[config.mk]
export PLATFORM = sky130hd
export DESIGN_NAME = i2c_bus_extender
export DESIGN_NICKNAME = d
export VERILOG_FILES = /design/src/rtl/i2c_ext_pkg.sv /design/src/rtl/i2c_ext_line_cond.sv /design/src/rtl/i2c_bus_extender.sv
export SDC_FILE = /design/constraint.sdc
export NUM_CORES = 1
export LEC_CHECK = 0
export ABC_CLOCK_PERIOD_IN_PS = 1250
export BUFFER_PORTS_ARGS = -buffer_cell sky130_fd_sc_hd__buf_4
export CORE_AREA = 2 2 39 41
export CTS_BUF_LIST = sky130_fd_sc_hd__clkbuf_4
export DETAILED_ROUTE_END_ITERATION = 10
export DIE_AREA = 0 0 41 43
export HOLD_SLACK_MARGIN = 0.06
export PLACE_DENSITY_LB_ADDON = 0.08
export SYNTH_ARGS = -nofsm -noshare
export SYNTH_HDL_FRONTEND = slang
export SYNTH_HIERARCHICAL = 1
export SYNTH_SLANG_ARGS = --single-unit
export TNS_END_PERCENT = 5
[constraint.sdc]
create_clock -name clk -period 1.25 [get_ports clk]
set_input_delay 0 -clock clk [delete_from_list [all_inputs] [get_ports clk]]
set_output_delay 0 -clock clk [all_outputs]
set_load 0.005 [all_outputs]
[src/rtl/i2c_ext_pkg.sv]
// Shared constants and helpers for the I2C bus extender.
package i2c_ext_pkg;

    // Level of an idle (released) I2C line.
    localparam logic IDLE_LEVEL = 1'b1;

    // Default glitch-filter length in clk cycles.
    localparam int FILT_LEN_DEFAULT = 4;

    // Width of a counter that must hold values 0..n.
    function automatic int cnt_width(input int n);
        return $clog2(n + 1);
    endfunction

endpackage

[src/rtl/i2c_ext_line_cond.sv]
// Line conditioner: 2-flop synchronizer followed by an optional glitch filter.
// The filter is built only when I2C_EXT_GLITCH_FILT_EN is defined; otherwise
// the synchronized level is passed straight through and FILT_LEN is ignored.
module i2c_ext_line_cond
    import i2c_ext_pkg::*;
#(
    parameter int FILT_LEN = FILT_LEN_DEFAULT
) (
    input  logic clk,
    input  logic rst_n,
    input  logic i_line,
    output logic o_line
);

    // Out-of-range lengths stop elaboration instead of building a broken filter.
    if (FILT_LEN < 1 || FILT_LEN > 255) begin : g_bad_filt_len
        $error("i2c_ext_line_cond: FILT_LEN must be within 1..255");
    end

    logic r_s1;
    logic r_s2;

    // Two-stage synchronizer; presets to the idle level so reset looks like a quiet bus.
    always_ff @(posedge clk) begin
        if (!rst_n) begin
            r_s1 <= IDLE_LEVEL;
            r_s2 <= IDLE_LEVEL;
        end else begin
            r_s1 <= i_line;
            r_s2 <= r_s1;
        end
    end

`ifdef I2C_EXT_GLITCH_FILT_EN
    localparam int              CNT_W    = cnt_width(FILT_LEN);
    localparam logic [CNT_W-1:0] CNT_LAST = CNT_W'(FILT_LEN - 1);

    logic [CNT_W-1:0] r_cnt;
    logic             r_filt;

    // Accept a new level only after it has disagreed with the filtered level for FILT_LEN edges in a row.
    always_ff @(posedge clk) begin
        if (!rst_n) begin
            r_filt <= IDLE_LEVEL;
            r_cnt  <= '0;
        end else if (r_s2 == r_filt) begin
            r_cnt  <= '0;
        end else if (r_cnt == CNT_LAST) begin
            r_filt <= r_s2;
            r_cnt  <= '0;
        end else begin
            r_cnt  <= r_cnt + CNT_W'(1);
        end
    end

    assign o_line = r_filt;
`else
    assign o_line = r_s2;
`endif

endmodule

[src/rtl/i2c_bus_extender.sv]
// One-to-two I2C extender: re-times upstream SCL/SDA, drives a shared SCL and
// two identical SDA branches, and reports START/STOP/busy from the conditioned
// lines. Define I2C_EXT_GLITCH_FILT_EN to add the FILT_LEN-cycle glitch filter.
module i2c_bus_extender
    import i2c_ext_pkg::*;
#(
    parameter int FILT_LEN = FILT_LEN_DEFAULT
) (
    input  logic clk,
    input  logic rst_n,
    input  logic scl_in,
    input  logic sda_in,
    output logic scl_out,
    output logic sda_out1,
    output logic sda_out2,
    output logic bus_busy,
    output logic start_det,
    output logic stop_det
);

    // Index 0 carries SCL, index 1 carries SDA; both lines get identical conditioning
    // so their relative edge order survives.
    logic [1:0] w_line_raw;
    logic [1:0] w_line_f;

    assign w_line_raw = {sda_in, scl_in};

    for (genvar gi = 0; gi < 2; gi++) begin : g_line
        i2c_ext_line_cond #(
            .FILT_LEN (FILT_LEN)
        ) u_cond (
            .clk    (clk),
            .rst_n  (rst_n),
            .i_line (w_line_raw[gi]),
            .o_line (w_line_f[gi])
        );
    end

    logic w_scl_f;
    logic w_sda_f;
    logic w_start;
    logic w_stop;

    logic r_scl_out;
    logic r_sda_out;
    logic r_busy;
    logic r_start;
    logic r_stop;

    assign w_scl_f = w_line_f[0];
    assign w_sda_f = w_line_f[1];

    // The output registers hold the previous filtered level, so they double as
    // the "last cycle" reference for edge detection. SCL must be high on both
    // sides of the SDA edge; a same-cycle SCL change therefore never qualifies.
    assign w_start = r_scl_out & w_scl_f &  r_sda_out & ~w_sda_f;
    assign w_stop  = r_scl_out & w_scl_f & ~r_sda_out &  w_sda_f;

    // Line outputs and bus status update together so status aligns with the SDA edge that caused it.
    always_ff @(posedge clk) begin
        if (!rst_n) begin
            r_scl_out <= IDLE_LEVEL;
            r_sda_out <= IDLE_LEVEL;
            r_busy    <= 1'b0;
            r_start   <= 1'b0;
            r_stop    <= 1'b0;
        end else begin
            r_scl_out <= w_scl_f;
            r_sda_out <= w_sda_f;
            r_start   <= w_start;
            r_stop    <= w_stop;
            if (w_start) begin
                r_busy <= 1'b1;
            end else if (w_stop) begin
                r_busy <= 1'b0;
            end
        end
    end

    assign scl_out   = r_scl_out;
    assign sda_out1  = r_sda_out;
    assign sda_out2  = r_sda_out;
    assign bus_busy  = r_busy;
    assign start_det = r_start;
    assign stop_det  = r_stop;

endmodule

# Word-level counts from Yosys, hierarchy flattened
# Index checks and enable logic that the tools add are counted.
dict set report op_classes {
  bitwise_logic 7
  n_reduce_logical 1
  n_mux 2
}
# cell n
set ops {}
lappend ops {{1-bit AND} 5}
lappend ops {{1-bit 2-to-1 mux} 2}
lappend ops {{1-bit NOT} 2}
lappend ops {{2-bit nonzero test} 1}
dict set report totals {
  in_bits 4
  reg_bits 9
  output_inout_bits 6
  wordCells 19
}

# Longest topological paths before layout
# Gate-level depths: netlist of run 1.
dict set report logic_depth {
  depth_word 5
  ltp_mapped 3
  depth_no_buf 3
}

# Cells and area by module
# Netlist of run 1, hierarchy kept.
# mod cells_per_inst area_per_inst_um2 instances seq_area_each_um2
set modules_own_cells {}
lappend modules_own_cells {i2c_bus_extender 16 163.9 1 100.1}
lappend modules_own_cells {i2c_ext_line_cond 4 52.6 2 40.0}

# Worst setup path after synthesis of run 1
# Ideal clock, no wire load.
dict set report synth_path {
  kind {register to register}
  start {reg r_sda_out (netlist: sda_out1)}
  end {reg r_busy (netlist: bus_busy)}
  stages_incl_launch_ff 4
  arrival_time_ns 0.867
  path_buffers 0
  t_required_ns 1.180
  setup_time_ns 0.070
  synth_period_minus_slack_ns 0.937
  slack_ns 0.313
  path_cell_list {dfxtp_1 -> inv_1 -> or3_1 -> a21boi_1}
}
dict set report synth_between {
  elab_chain_cells 4
  elab_cells_between_ends 7
  classes_between {1 x mux; 5 x bitwise; 1 x reduce/logical}
}
# item line_no
set synth_rtl {}
lappend synth_rtl {{from (decl)} i2c_bus_extender.sv:45} ;# logic r_sda_out;
lappend synth_rtl {{from (signal assigned)} i2c_bus_extender.sv:69} ;# r_sda_out <= w_sda_f;
lappend synth_rtl {{1-bit NOT} i2c_bus_extender.sv:57} ;# assign w_stop = r_scl_out & w_scl_f & ~r_sda_out & w_sda_f;
lappend synth_rtl {{1-bit AND (2 in a row)} i2c_bus_extender.sv:57}
lappend synth_rtl {{2-bit nonzero test (no line)} --}
lappend synth_rtl {{to (signal assigned)} i2c_bus_extender.sv:64} ;# r_busy <= 1'b0;
lappend synth_rtl {{to (signal assigned)} i2c_bus_extender.sv:73} ;# r_busy <= 1'b1;
lappend synth_rtl {{to (signal assigned)} i2c_bus_extender.sv:75} ;# r_busy <= 1'b0;
lappend synth_rtl {{to (decl)} i2c_bus_extender.sv:46} ;# logic r_busy;
# Several ways; a longest one is shown, not always the timed one.
# A chain may end at the register's enable or synchronous reset.

# Worst setup path after layout of run 1
dict set report layout_path {
  start {in sda_in}
  end {reg g_line[1].u_cond.r_s1}
}
# item line_no
set layout_rtl {}
lappend layout_rtl {{from (decl)} i2c_bus_extender.sv:12} ;# input logic sda_in,
lappend layout_rtl {{to (signal assigned)} i2c_ext_line_cond.sv:29} ;# r_s1 <= i_line;
lappend layout_rtl {{to (decl)} i2c_ext_line_cond.sv:20} ;# logic r_s1;
# No word-level cell between the ends.

==> results.yml, run 1 <==
setup_path:
  crit_family: "buffers and inverters"
  startpoint_type: "primary input"
  critical_path.max_stage_delay_ns: 0.54
  cp_max_fo: 1
  r2r_setup_slack_ns: 0.25
  slowest_stage: "dlygate4sd3_1"
  cp_common_cell: "dlygate4sd3_1"
  crit_chain: "dlygate4sd3_1, buf_4, nand2b_1, dlygate4sd3_1"
  crit_required_ns: 1.39
  endpoint_kind: "flip-flop"
  path_class: "primary input to flip-flop"
  arrival_ns: 1.32
  cp_num_buf_inv: 3
layout:
  antenna_cells: 0
  area_growth_pct: 59.54
  drive_above_1_share: 0.3171
  fin_nets: 46
  regArea_um2: 180.2
  multiInputGateArea_um2: 73.82
  nFillCells: 155
  post-route-util: 0.3101
cts:
  max-clock-path-buffers: 2
  cts_root_buffer: "clkbuf_4"
  cts_tree: "done"
  clock_sinks: 9
  cts_setup_buffers: 0
  htreeDepth: 1
  cts.clk_slew.worst_paths_ns: 0.06
  ctsResizeCount: 0
  clk-insertion-delay-late_ns: 0.25
  numCtsBuffers: 3
synthesis:
  yosysMostFrequentCell: "dfxtp_1"
  syn_area_um2: 269.0
  synth-seq-area-share: 0.6698
  synth-seq-cells: 9
  ys.flop_type: "dfxtp_1"
  yosys.cell_types.count: 10
  synth_edf_count: 0
  synth_top_cell_by_area: "dfxtp_1"
  synth_top_area_frac: 0.6698
  postSynthAreaPerCell_um2: 11.21
  synthCells: 24
  syn_nets: 28
  synth_area_leaders: "dfxtp_1 67%, nand2b_1 12%, nor4b_1 3.3%, a21boi_1 2.8%, buf_4 2.8%"
  synth_common_cells: "9 x dfxtp_1, 5 x nand2b_1, 2 x inv_1, 2 x nand2_1"
  yosysWarnings: 6
  synth_async_sr_flop_share: 0
pwr:
  p_leak_nw: 0.1970
  pwr_density_cell_nw_per_um2: 1364
  max-vdd-ir-drop_mv: 0.4375
timing:
  rsz0062_at_grt: "false"
  slew_violations: 0
  skew_ns: 0.0002845
  setup_violations: 0
  maxSlewHeadroom: 0.8488
  setup_tns_ns: 0
  tightest_slew_ns: 0.2237
  finalCritPeriodShare: 0.9440
  finalCriticalPeriod_ns: 1.180
  max_freq_ghz: 0.8475
  finalHoldViolCount: 0
  finalWorstSetupSlack_ns: 0.07004
global_routing:
  grt_pass1_wl_um: 752
  antenna_found_initial: 0
  grt_start_max_net_pins: 9
  grt_pass1_vias: 219
  overflow: 0
  track_usage: 0.06956
placed_design:
  place_congestion: 0.5706
  dp_slack_ns: 0.2578
  port_buffers: 9
detailed_routing:
  routed_via_density: 3.930
  drtIter0Drc: 2
  remaining_drc_errors: 0
  first_pass_iters: 2
  drt-total-wl_um: 497
  ant_nets: 0
  dr_total_vias: 224
  post_drt_wl_per_cell_um: 8.719
floorplanning:
  fp-row-count: 14
  die_w_um: 41
  start_util: 0.1944
  fp.dieArea_um2: 1763
  die_h_um: 43
  pin_count: 10
  coreArea_um2: 1384
outcome:
  status: "finished, final reports clean"
worst_hold_path:
  min_path_type: "flip-flop to flip-flop"
flow_run:
  maxCapViolCount: 0
worst paths after layout:
check                                                       from                            endpoint  cells past startpoint
worst max-delay path                                      sda_in    g_line[1].u_cond/r_s1$_SDFF_PN1_                      4
worst max register to register               sda_out1$_SDFF_PN1_               bus_busy$_SDFFE_PN0P_                      3
worst min register to register  g_line[1].u_cond/r_s1$_SDFF_PN1_  g_line[1].u_cond/o_line$_SDFF_PN1_                      1
worst min-delay path            g_line[1].u_cond/r_s1$_SDFF_PN1_  g_line[1].u_cond/o_line$_SDFF_PN1_                      1
placed cells by master (no fill, tap or decap):
cell type / Yosys / layout
nand2_1: 2 / 2
nand2b_1: 5 / 5
dlygate4sd3_1: 0 / 5
or3_1: 1 / 1
inv_1: 2 / 2
clkbuf_4: 0 / 4
buf_4: 1 / 9
a21boi_1: 1 / 1
dfxtp_1: 9 / 9
nor3_1: 1 / 1
o31ai_1: 1 / 1
nor4b_1: 1 / 1
cell families after synthesis:
| group | share of synthesized area |
|---|---|
| flops | 0.6698 |
| simple gates | 0.2186 |
| buf+inv | 0.05583 |
| compound gates | 0.05583 |
layer usage:
layer	routed length, µm	global-route usage
met5	0	0
met4	11	0.1000
met3	50	0.01571
met2	233	0.09063
met1	202	0.07166
what timing repair did:
action / CTS / global route
endpoints found under the hold margin: 8 / 0
hold buffers: 5 / 0
setup endpoints to repair: 0 / 0
state kept, by name, summed over array words and instances, names as in the netlist:
name and cells:
g_line.u_cond/r_s1 2, start_det 1, scl_out 1, stop_det 1, sda_out1 1, bus_busy 1
g_line.u_cond/o_line 2
power breakdown:
part / switching [mW] / internal, mW / leakage [nW] / total [mW]
clock network: 0.0954 / 0.144 / 0.0184 / 0.240
logic: 0.0144 / 0.0294 / 0.105 / 0.0438
registers: 0.00448 / 0.298 / 0.0739 / 0.302
total: 0.114 / 0.471 / 0.197 / 0.586
area by class of cell:
cell class,instances,share of cell area
repair buffers,14,0.2741
well taps,16,0.04665
multi-input cells,12,0.1720
flip-flops and latches,9,0.4198
inverters,2,0.01749
clock buffers,4,0.06997
per-stage QoR:
step / cell area (µm²) / hold slack, ns / power [mW] / std cells
global placement: 349.1 / 0.1849 / 0.3393 / 48
finish: 429.2 / 0.4070 / 0.5855 / 57
CTS: 429.2 / 0.4060 / 0.5977 / 57
global route: 429.2 / 0.4293 / 0.6137 / 57
floorplan: 269.0 / 0.07304 / 0.3210 / 24
detailed placement: 349.1 / 0.1879 / 0.3409 / 48
Power figures use the tool's default switching activity.
==> run 2, diff against run 1 <==
--- a/config.mk
+++ b/config.mk
@@ -13,6 +13,7 @@
 export DIE_AREA = 0 0 41 43
 export HOLD_SLACK_MARGIN = 0.06
 export PLACE_DENSITY_LB_ADDON = 0.08
+export RECOVER_POWER = 100
 export SYNTH_ARGS = -nofsm -noshare
 export SYNTH_HDL_FRONTEND = slang
 export SYNTH_HIERARCHICAL = 1
==> run 2 against run 1 <==
Against the previous run: sequential share of layout area is the same; highest routed layer unchanged; utilization did not move; critical endpoint is now g_line[0].u_cond/r_s1$_SDFF_PN1_; final cell count unchanged; critical path type unchanged.
==> results.yml, run 2 (synthesized netlist as in run 1, its figures left out) <==
detailed_routing:
  first_pass_iters: 2
  dr_total_vias: 225
  remaining_drc_errors: 0
  drt-total-wl_um: 481
  drtIter0Drc: 3
  post_drt_wl_per_cell_um: 8.439
  ant_nets: 0
  routed_via_density: 3.947
timing:
  maxSlewHeadroom: 0.8480
  max_freq_ghz: 0.8499
  finalCriticalPeriod_ns: 1.177
  finalHoldViolCount: 0
  skew_ns: 0.0001185
  slew_violations: 0
  whs_ns: 0.4064
  setup_tns_ns: 0
  finalCritPeriodShare: 0.9413
  rsz0062_at_grt: "false"
  setup_violations: 0
  tightest_slew_ns: 0.2248
global_routing:
  grt_start_max_net_pins: 9
  grt_pass1_wl_um: 752
  antenna_found_initial: 0
  overflow: 0
  track_usage: 0.06956
  grt_pass1_vias: 219
outcome:
  status: "finished, final reports clean"
pwr:
  p_leak_nw: 0.1948
  max-vdd-ir-drop_mv: 0.4372
  pwr_density_cell_nw_per_um2: 1360
layout:
  area_growth_pct: 59.54
  fin_nets: 46
  finalInstanceArea_um2: 429.2
  fin_cells: 57
  final_common_cell: "clkbuf_4"
  antenna_cells: 0
  final_cell_mix: "12 x clkbuf_4, 9 x dfxtp_1, 5 x nand2b_1, 5 x dlygate4sd3_1"
  drive_above_1_share: 0.3171
setup_path:
  crit_chain: "dlygate4sd3_1, clkbuf_4, nand2b_1, dlygate4sd3_1"
  crit_required_ns: 1.39
  arrival_ns: 1.32
  cp_common_cell: "dlygate4sd3_1"
  startpoint_type: "primary input"
  path_class: "primary input to flip-flop"
  slowest_stage: "dlygate4sd3_1"
  cp_max_fo: 1
  endpoint_kind: "flip-flop"
  critical_path.max_stage_delay_ns: 0.54
floorplanning:
  pin_count: 10
  start_util: 0.1944
  die_w_um: 41
  coreArea_um2: 1384
  die_h_um: 43
  fp-row-count: 14
  fp.dieArea_um2: 1763
cts:
  cts_tree: "done"
  cts_setup_buffers: 0
  htreeDepth: 1
  cts.clk_slew.worst_paths_ns: 0.06
  cts_root_buffer: "clkbuf_4"
  clk-insertion-delay-late_ns: 0.25
  numCtsBuffers: 3
  max-clock-path-buffers: 2
  clock_sinks: 9
placed_design:
  place_inst: 48
  place_congestion: 0.5706
  place_area_um2: 349.1
  port_buffers: 9
flow_run:
  maxCapViolCount: 0
worst_hold_path:
  min_path_type: "flip-flop to flip-flop"
==> run 2: cell types whose count changed in the layout (fill, tap and decap cells not counted) <==
cell / before / now
clkbuf_4: 4 / 12
a21boi_1: 1 / 0
buf_4: 9 / 1
a21boi_0: 0 / 1
==> run 2: timing repair <==
| action | in CTS | in global routing |
|---|---|---|
| hold buffers | 5 | 0 |
| gates resized for setup | 0 | 0 |
| hold endpoints to repair | 8 | 0 |
==> run 2: layout make-up <==
| type | instances | area [µm²] |
|---|---|---|
| clock buffers | 4 | 30.03 |
| well taps | 16 | 20.02 |
| fillers | 155 | 954.7 |
| inverters | 2 | 7.507 |
| repair buffers | 14 | 117.6 |
| flip-flops and latches | 9 | 180.2 |
| multi-input cells | 12 | 73.82 |
==> run 2: critical path, delay by kind of cell <==
family        cells  cell delay [ns]
simple gates      1             0.12
buf+inv           3             1.20
==> run 2: final timing paths <==
| check | startpoint | end | slack, ns | cells past startpoint |
|---|---|---|---|---|
| worst min-delay path | g_line[1].u_cond/r_s1$_SDFF_PN1_ | g_line[1].u_cond/o_line$_SDFF_PN1_ | 0.41 | 1 |
| worst max register to register | sda_out1$_SDFF_PN1_ | bus_busy$_SDFFE_PN0P_ | 0.23 | 3 |
| worst min register to register | g_line[1].u_cond/r_s1$_SDFF_PN1_ | g_line[1].u_cond/o_line$_SDFF_PN1_ | 0.41 | 1 |
| worst max-delay path | scl_in | g_line[0].u_cond/r_s1$_SDFF_PN1_ | 0.07 | 4 |
==> run 2: where the power goes <==
group | switching (mW) | internal [mW] | total (mW)
logic | 0.0141 | 0.0284 | 0.0425
registers | 0.00432 | 0.298 | 0.302
clock network | 0.0952 | 0.144 | 0.239
==> run 2: layer usage <==
| metal | GRT usage | vias up | wire length, µm |
|---|---|---|---|
| met5 | 0 | - | 0 |
| met4 | 0.1000 | 0 | 11 |
| met3 | 0.01571 | 2 | 45 |
| met2 | 0.09063 | 9 | 236 |
| met1 | 0.07166 | 104 | 188 |
| li1 | - | 110 | - |
==> run 2: stage by stage <==
stage	power, mW	util	worst slack (ns)
after CTS	0.5977	0.3101	0.07585
after floorplan	0.3210	-	0.3126
final	0.5838	0.3101	0.07334
after global placement	0.3393	0.2523	0.2896
after detailed placement	0.3409	0.2523	0.2578
after global routing	0.6124	0.3101	0.02452
==> run 3, diff against run 2 <==
--- a/config.mk
+++ b/config.mk
@@ -6,11 +6,12 @@
 export NUM_CORES = 1
 export LEC_CHECK = 0
 export ABC_CLOCK_PERIOD_IN_PS = 1250
-export BUFFER_PORTS_ARGS = -buffer_cell sky130_fd_sc_hd__buf_4
 export CORE_AREA = 2 2 39 41
 export CTS_BUF_LIST = sky130_fd_sc_hd__clkbuf_4
+export CTS_CLUSTER_DIAMETER = 150
 export DETAILED_ROUTE_END_ITERATION = 10
 export DIE_AREA = 0 0 41 43
+export DONT_BUFFER_PORTS = 1
 export HOLD_SLACK_MARGIN = 0.06
 export PLACE_DENSITY_LB_ADDON = 0.08
 export RECOVER_POWER = 100
==> run 3 against run 2 <==
Against the previous run: final cell count down 19%; sequential share of layout area increased by 11 points; worst setup slack improved by 0.11 ns; global-route usage fell by 0.42 points; critical path type is now flip-flop to flip-flop.
==> results.yml, run 3 (synthesized netlist as in run 1, its figures left out) <==
outcome:
  status: "finished, final reports clean"
timing:
  slew_violations: 0
  finalCriticalPeriod_ns: 1.070
  skew_ns: 0.003907
  whs_ns: 0.3694
  setup_tns_ns: 0
  setup_violations: 0
  maxSlewHeadroom: 0.8206
  finalHoldViolCount: 0
  rsz0062_at_grt: "false"
  finalCritPeriodShare: 0.8561
  tightest_slew_ns: 0.2682
  max_freq_ghz: 0.9345
layout:
  antenna_cells: 0
  drive_above_1_share: 0.1333
  final_cell_mix: "9 x dfxtp_1, 5 x nand2b_1, 4 x clkbuf_4"
  nFillCells: 155
  post-route-util: 0.2468
  finalInstanceArea_um2: 341.6
  area_growth_pct: 26.98
  fin_nets: 35
  final_common_cell: "dfxtp_1"
worst_hold_path:
  worstHoldPathCells: 2
  min_path_type: "primary input to flip-flop"
cts:
  cts.clk_slew.worst_paths_ns: 0.06
  numCtsBuffers: 3
  htreeDepth: 1
  cts_setup_buffers: 0
  holdBufCountCts: 3
  max-clock-path-buffers: 2
  clk-insertion-delay-late_ns: 0.25
  cts_root_buffer: "clkbuf_4"
  cts_tree: "done"
  ctsResizeCount: 0
  clock_sinks: 9
detailed_routing:
  dr_total_vias: 174
  routed_via_density: 3.783
  top_layer: "met3"
  met1_length_um: 182
  met2_length_um: 173
  remaining_drc_errors: 0
  drt-total-wl_um: 408
  post_drt_wl_per_cell_um: 8.870
  first_pass_iters: 3
  drtIter0Drc: 2
  wl_met3_um: 52
  ant_nets: 0
global_routing:
  overflow: 0
  antenna_found_initial: 0
  grt_pass1_vias: 159
  track_usage: 0.06533
  grt_pass1_wl_um: 662
  grt_start_max_net_pins: 9
placed_design:
  dp_hpwl_um: 280.9
  place_congestion: 0.4995
  port_buffers: 0
  place_area_um2: 281.5
floorplanning:
  pin_count: 10
  start_util: 0.1944
  fp-row-count: 14
  fp.dieArea_um2: 1763
  coreArea_um2: 1384
  die_w_um: 41
  die_h_um: 43
flow_run:
  maxCapViolCount: 0
pwr:
  max-vdd-ir-drop_mv: 0.4373
  p_leak_nw: 0.1476
  pwr_density_cell_nw_per_um2: 1655
setup_path:
  r2r_cells: 3
  crit_chain: "inv_1, or3_1, a21boi_0"
  arrival_ns: 1.26
  path_class: "flip-flop to flip-flop"
  endpoint_kind: "flip-flop"
  cp_max_fo: 5
  slowest_stage: "dfxtp_1"
  crit_required_ns: 1.44
  startpoint_type: "flip-flop"
  critical_path.max_stage_delay_ns: 0.44
==> run 3: cell types whose count changed in the layout (fill, tap and decap cells not counted) <==
cell / delta
dlygate4sd3_1: -2
clkbuf_4: -8
buf_4: -1
==> run 3: stage by stage <==
stage | power (mW) | setup WS, ns | cells
4_1_cts | 0.5845 | 0.2069 | 46
3_3_place_gp | 0.3221 | 0.2380 | 39
3_5_place_dp | 0.3228 | 0.2253 | 39
2_1_floorplan | 0.3210 | 0.3126 | 24
6_report | 0.5652 | 0.1799 | 46
5_1_grt | 0.6079 | 0.07348 | 46
==> run 3: critical path: cells and delay by family (launching register included) <==
kind	cells	cell delay, ns
compound gates	1	0.14
buf+inv	1	0.08
simple gates	1	0.34
flops	1	0.44
==> run 3: area by class of cell <==
type                    instances  area, µm²  area share
clock buffers                   4      30.03     0.08791
inverters                       2      7.507     0.02198
multi-input cells              12      73.82      0.2161
flip-flops and latches          9      180.2      0.5275
well taps                      16      20.02     0.05861
repair buffers                  3      30.03     0.08791
==> run 3: worst paths after layout <==
check	slack, ns	end	from
worst min-delay path	0.37	g_line[0].u_cond/r_s1$_SDFF_PN1_	scl_in
worst max-delay path	0.18	bus_busy$_SDFFE_PN0P_	sda_out1$_SDFF_PN1_
worst max register to register	0.18	bus_busy$_SDFFE_PN0P_	sda_out1$_SDFF_PN1_
worst min register to register	0.40	g_line[1].u_cond/o_line$_SDFF_PN1_	g_line[1].u_cond/r_s1$_SDFF_PN1_
==> run 3: metal layers <==
metal,track usage,vias up
met5,0,-
met4,0.04000,0
met3,0.07853,0
met2,0.06875,11
met1,0.07097,74
li1,-,89
==> run 3: where the power goes <==
part	switching (mW)	internal (mW)	total, mW
combinational	0.00958	0.0133	0.0228
clock	0.0952	0.144	0.240
sequential	0.00527	0.298	0.303
